<file path="src/rtl/mem_port_arbiter.sv">
// -----------------------------------------------------------------------------
// mem_port_arbiter
//  Shares one memory port between instruction fetch (read-only) and the MEM
//  stage (load/store). One transaction is in flight at a time; a 3-state FSM
//  (IDLE, IF_BUSY, DM_BUSY) sequences the req/ack handshake and the stall
//  outputs gate the pipeline register enables.
//
//  Ports
//   clk, reset            clock (rising edge), async active-low reset
//   if_req/if_addr        fetch request, held until if_valid
//   if_rdata/if_valid     fetched word and 1-cycle completion pulse
//   dm_req/we/addr/wdata/be  data request, held until dm_valid
//   dm_rdata/dm_valid     load word and 1-cycle completion pulse
//   mem_req/we/addr/wdata/be  memory request, stable until mem_ack
//   mem_rdata/mem_ack     memory response
//   stall_if, stall_mem   pipeline freeze controls
//   err                   sticky timeout flag
//
//  Optional feature: define ARB_TIMEOUT_EN to abort a transaction after
//  TIMEOUT busy cycles without ack. Without it err is tied to 0.
// -----------------------------------------------------------------------------
module mem_port_arbiter #(
    parameter int AW      = 32,
    parameter int DW      = 32,
    parameter int TIMEOUT = 255
) (
    input  logic            clk,
    input  logic            reset,
    input  logic            if_req,
    input  logic [AW-1:0]   if_addr,
    output logic [DW-1:0]   if_rdata,
    output logic            if_valid,
    input  logic            dm_req,
    input  logic            dm_we,
    input  logic [AW-1:0]   dm_addr,
    input  logic [DW-1:0]   dm_wdata,
    input  logic [DW/8-1:0] dm_be,
    output logic [DW-1:0]   dm_rdata,
    output logic            dm_valid,
    output logic            mem_req,
    output logic            mem_we,
    output logic [AW-1:0]   mem_addr,
    output logic [DW-1:0]   mem_wdata,
    output logic [DW/8-1:0] mem_be,
    input  logic [DW-1:0]   mem_rdata,
    input  logic            mem_ack,
    output logic            stall_if,
    output logic            stall_mem,
    output logic            err
);

    typedef enum logic [1:0] {
        IDLE    = 2'd0,
        IF_BUSY = 2'd1,
        DM_BUSY = 2'd2
    } state_t;

    state_t state_r;
    state_t state_nxt_s;
    logic   grant_dm_s;
    logic   grant_if_s;
    logic   done_s;
    logic   abort_s;
    logic   timeout_hit_s;

`ifdef ARB_TIMEOUT_EN
    localparam int CW = (TIMEOUT > 1) ? $clog2(TIMEOUT) : 1;
    localparam logic [CW-1:0] TMO_LAST = CW'(TIMEOUT - 1);

    logic [CW-1:0] tmo_cnt_r;
    logic          err_r;

    // Busy-cycle counter: cleared on grant, advances while waiting for ack
    always_ff @(posedge clk or negedge reset) begin
        if (!reset) begin
            tmo_cnt_r <= {CW{1'b0}};
        end else if (grant_dm_s || grant_if_s) begin
            tmo_cnt_r <= {CW{1'b0}};
        end else if ((state_r != IDLE) && !mem_ack) begin
            tmo_cnt_r <= tmo_cnt_r + CW'(1);
        end else begin
            tmo_cnt_r <= tmo_cnt_r;
        end
    end

    // Sticky timeout flag, cleared only by reset
    always_ff @(posedge clk or negedge reset) begin
        if (!reset) begin
            err_r <= 1'b0;
        end else if (abort_s) begin
            err_r <= 1'b1;
        end else begin
            err_r <= err_r;
        end
    end

    assign timeout_hit_s = (tmo_cnt_r == TMO_LAST);
    assign err           = err_r;
`else
    assign timeout_hit_s = 1'b0;
    assign err           = 1'b0;
`endif

    // State register
    always_ff @(posedge clk or negedge reset) begin
        if (!reset) begin
            state_r <= IDLE;
        end else begin
            state_r <= state_nxt_s;
        end
    end

    // Next-state and grant/complete decode. A requester whose valid pulse is
    // visible this cycle is still holding its old request, so it is not
    // eligible; this also guarantees an idle cycle between transactions.
    always_comb begin
        state_nxt_s = state_r;
        grant_dm_s  = 1'b0;
        grant_if_s  = 1'b0;
        done_s      = 1'b0;
        abort_s     = 1'b0;
        case (state_r)
            IDLE: begin
                if (dm_req && !dm_valid) begin
                    grant_dm_s  = 1'b1;
                    state_nxt_s = DM_BUSY;
                end else if (if_req && !if_valid) begin
                    grant_if_s  = 1'b1;
                    state_nxt_s = IF_BUSY;
                end else begin
                    state_nxt_s = IDLE;
                end
            end
            IF_BUSY, DM_BUSY: begin
                if (mem_ack) begin
                    done_s      = 1'b1;
                    state_nxt_s = IDLE;
                end else if (timeout_hit_s) begin
                    abort_s     = 1'b1;
                    state_nxt_s = IDLE;
                end else begin
                    state_nxt_s = state_r;
                end
            end
            default: begin
                state_nxt_s = IDLE;
            end
        endcase
    end

    // Memory port and response registers
    always_ff @(posedge clk or negedge reset) begin
        if (!reset) begin
            mem_req   <= 1'b0;
            mem_we    <= 1'b0;
            mem_addr  <= {AW{1'b0}};
            mem_wdata <= {DW{1'b0}};
            mem_be    <= {(DW/8){1'b0}};
            if_rdata  <= {DW{1'b0}};
            dm_rdata  <= {DW{1'b0}};
            if_valid  <= 1'b0;
            dm_valid  <= 1'b0;
        end else begin
            if_valid <= 1'b0;
            dm_valid <= 1'b0;
            if (grant_dm_s) begin
                mem_req   <= 1'b1;
                mem_we    <= dm_we;
                mem_addr  <= dm_addr;
                mem_wdata <= dm_wdata;
                mem_be    <= dm_be;
            end else if (grant_if_s) begin
                mem_req   <= 1'b1;
                mem_we    <= 1'b0;
                mem_addr  <= if_addr;
                mem_wdata <= {DW{1'b0}};
                mem_be    <= {(DW/8){1'b0}};
            end else if (done_s) begin
                mem_req <= 1'b0;
                if (state_r == IF_BUSY) begin
                    if_rdata <= mem_rdata;
                    if_valid <= 1'b1;
                end else begin
                    // Stores leave the previous load data visible
                    if (!mem_we) begin
                        dm_rdata <= mem_rdata;
                    end
                    dm_valid <= 1'b1;
                end
            end else if (abort_s) begin
                mem_req <= 1'b0;
                if (state_r == IF_BUSY) begin
                    if_rdata <= {DW{1'b0}};
                    if_valid <= 1'b1;
                end else begin
                    dm_rdata <= {DW{1'b0}};
                    dm_valid <= 1'b1;
                end
            end
        end
    end

    assign stall_mem = dm_req & ~dm_valid;
    assign stall_if  = (if_req & ~if_valid) | stall_mem;

endmodule

</file>
<file path="config.mk">
export PLATFORM = sky130hd
export DESIGN_NAME = mem_port_arbiter
export DESIGN_NICKNAME = d
export VERILOG_FILES = /design/src/rtl/mem_port_arbiter.sv
export SDC_FILE = /design/constraint.sdc
export NUM_CORES = 1
export LEC_CHECK = 0
export ABC_CLOCK_PERIOD_IN_PS = 2090
export CAP_MARGIN = 20
export CORE_MARGIN = 2
export CORE_UTILIZATION = 39
export DETAILED_ROUTE_END_ITERATION = 10
export PLACE_DENSITY = 0.8
export SETUP_SLACK_MARGIN = 0.4
export SYNTH_ARGS = -nofsm -noshare
export SYNTH_HDL_FRONTEND = slang
export SYNTH_SLANG_ARGS = --single-unit
export TNS_END_PERCENT = 50
</file>
<file path="constraint.sdc">
create_clock -name clk -period 2.09 [get_ports clk]
set_input_delay 0.418 -clock clk [delete_from_list [all_inputs] [get_ports clk]]
set_output_delay 0.418 -clock clk [all_outputs]
set_load 0.01 [all_outputs]
</file>
==> results.sh <==
export IMPL_status="complete, no violations"
export IMPL_grt_pass1_wl_um=25100
export IMPL_clkPwrFrac=0.206
export IMPL_finClkSkew_ns=0.00999
export IMPL_ir_drop_v=0.000634
export IMPL_grt_pass1_vias=4790
export IMPL_clk_latency_ns=0.41
export IMPL_dieArea_um2=14500
export IMPL_p_sw_mw=4.33
export IMPL_finalSetupTns_ns=0
export IMPL_dr_pass1_iters=4
export IMPL_stdcell_count=870
export IMPL_ys_ff_latch=138
export IMPL_fin_util=0.688
export IMPL_cp_start_kind="flip-flop"
export IMPL_grt_max_degree=50
export IMPL_clockBufferDepth=2
export IMPL_drive_above_1_share=0.188
export IMPL_period_share=0.865
export IMPL_ant_nets=0
export IMPL_max_freq_mhz=553
export IMPL_hold_path_depth=2
export IMPL_fin_area_um2=9080
export IMPL_critPathKind="reg2reg"
export IMPL_dr_total_vias=4328
export IMPL_yosysMostFrequentCell="dfrtp_1"
export IMPL_place_gp_congestion=0.791
export IMPL_intPower_mw=8.82
export IMPL_drc_errors=0
export IMPL_placementRows=42
export IMPL_final_nets=819
export IMPL_pin_count=277
export IMPL_cap_violations=0
export IMPL_setup_violations=0
export IMPL_wl_um=16300
export IMPL_synth_top_area_share=0.656
export IMPL_relSlewSlack=0.645
export IMPL_cts_buffers=17
export IMPL_cts_root_buf="clkbuf_16"
export IMPL_synth_cells=385
export IMPL_area_growth_pct=72.4
export IMPL_finalHoldViolCount=0
export IMPL_dp_hpwl_um=11200
export IMPL_timing_rr_end="if_rdata[6]$_DFFE_PN0P_"
export IMPL_coreArea_um2=13200
export IMPL_hold_end="mem_req$_DFFE_PN0P_"
export IMPL_finalCriticalPeriod_ns=1.81
export IMPL_holdCritPathClass="reg2reg"
export IMPL_place_inst=823
export IMPL_pwr_share_comb=0.442
export IMPL_dpl_cell_area_um2=8420
export IMPL_multiInputGateArea_um2=1830
export IMPL_synth_avg_cell_area_um2=13.7
export IMPL_h_tree_depth=4
export IMPL_reg2reg_from="state_r[0]$_DFFE_PN0P_"
export IMPL_drt_wirelength_per_cell_um=18.8
export IMPL_power_leakage_nw=4.39
export IMPL_seq_area_frac_synth=0.656
export IMPL_crit_path_end_kind="flip-flop"
export IMPL_worst_r2r_cell_count=6
export IMPL_synth_edf_count=0
export IMPL_drt_iter0_markers=203
export IMPL_rsz0062_at_grt="true"
export IMPL_synth_distinct_cells=23
export IMPL_crit_fanout=21
export IMPL_io_buffer_count=275
export IMPL_synth_area_leaders="dfrtp_1, mux2_2, a22o_1"
export IMPL_initial_utilization=0.399
export IMPL_synth_top_flop_cell="dfrtp_1"
export IMPL_grtUsageTotal=0.227
export IMPL_p_sw_frac=0.329
export IMPL_p_per_area_nw_per_um2=1450
export IMPL_dieHeight_um=120
export IMPL_seq_area_um2=3450
export IMPL_viasPerCell=4.97
export IMPL_power_frac_seq=0.352
export IMPL_cts_sinks=138
export IMPL_final_max_slew_viol_count=0
export IMPL_syn_nets=525
export IMPL_hold_start="mem_req$_DFFE_PN0P_"
export IMPL_worst_slew_pin_slew_ns=0.532
export IMPL_cp_arrival_ns=2.10
export IMPL_clk_pin_slew_ns=0.06
export IMPL_required_ns=2.38
export IMPL_synthArstFlopShare=1.00
export IMPL_r2r_slack_ns=0.28
export IMPL_nFillCells=964
export IMPL_cts_tree="done"
export IMPL_syn_area_um2=5270
export IMPL_antenna_found_initial=2
export IMPL_yosys_warnings=0
export IMPL_synth_largest_area_cell="dfrtp_1"
export IMPL_grt_ovfl_total=0
export IMPL_ys_top_cells_by_count="dfrtp_1, nand2_1, mux2_2"
export IMPL_fp_dieW_um=120
## how the worst max path moves through the flow
stage	from	endpoint	slack, ns	cells past startpoint
3_3_place_gp	dm_req	stall_if	-0.11	4
3_5_place_dp	dm_req	stall_if	-0.10	4
4_1_cts	if_req	stall_if	0.26	4
2_1_floorplan	if_req	if_rdata[10]$_DFFE_PN0P_	0.41	6
5_1_grt	state_r[0]$_DFFE_PN0P_	dm_rdata[26]$_DFFE_PN0P_	0.24	8
6_report	state_r[0]$_DFFE_PN0P_	if_rdata[6]$_DFFE_PN0P_	0.28	6
## metal layers
layer	global-route usage	vias to the layer above	wire, um
met5	0	-	0
met1	0.252	2143	6310
met2	0.393	197	8280
met3	0.0844	30	1300
met4	0.0945	0	436
li1	-	1958	-
## metrics by stage
step	setup WS, ns	hold WS (ns)	total power [mW]
after floorplan	0.408	0.122	7.20
after global placement	-0.108	0.385	10.5
after detailed placement	-0.102	0.395	10.7
after CTS	0.260	0.479	13.0
after global routing	0.239	0.510	13.9
final	0.282	0.471	13.2
## registers in the layout, indices dropped and copies added (netlist names), 2 cells and up
name,cells
dm_rdata,32
if_rdata,32
mem_addr,32
mem_be,4
mem_wdata,32
state_r,2
## power by group through the flow
stage	logic [mW]	registers, mW	clock network [mW]
after floorplan	2.05	5.15	0
after global routing	6.25	4.77	2.89
after global placement	5.91	4.58	0
after CTS	5.65	4.62	2.76
after detailed placement	6.05	4.65	0
final	5.82	4.63	2.71
## layout make-up
type / instances / share of cell area
flip-flops and latches: 138 / 0.380
well taps: 176 / 0.0242
multi-input cells: 218 / 0.202
clock inverters: 8 / 0.00799
diodes: 2 / 0.000551
repair buffers: 302 / 0.335
clock buffers: 24 / 0.0497
inverters: 2 / 0.000827
## cells in the final DEF, fill, tap and decap left out, types with 5 or more instances in the layout
master           Yosys  routed
buf_12               0       7
buf_4                1      11
a22o_1              37      37
dlygate4sd2_1        0      84
dlymetal6s2s_1       0       8
clkinv_2             0       5
clkbuf_16            0      19
nand2_1             70      68
mux2_2              64      34
mux2_4               0      30
dfrtp_1            138     138
a22oi_1             32      32
buf_6                3       8
clkbuf_1            19       7
clkdlybuf4s50_1      0     180
## repair_timing
action / in CTS / in global routing
hold endpoints to repair: 43 / 0
hold buffers: 1 / 0
resized for setup: 98 / 22
buffers inserted: 2 / 7
pin swaps: 1 / 1
setup endpoints to repair: 195 / 124
cloned: 1 / 2
## worst max-delay path: stages, from the launching register on
cell	delay, ns
dfrtp_1	0.38
inv_2	0.08
ha_4	0.29
buf_4	0.10
and4_2	0.27
buf_12	0.22
mux2_4	0.32
## kinds of logic after synthesis
| family | after synthesis | share of synthesized area |
|---|---|---|
| other cells | 1 | 0.000712 |
| compound gates | 72 | 0.112 |
| mux | 64 | 0.137 |
| simple gates | 79 | 0.0634 |
| flops | 138 | 0.656 |
| buf+inv | 29 | 0.0266 |
| fa+ha+maj | 2 | 0.00475 |
Power figures use the tool's default switching activity.
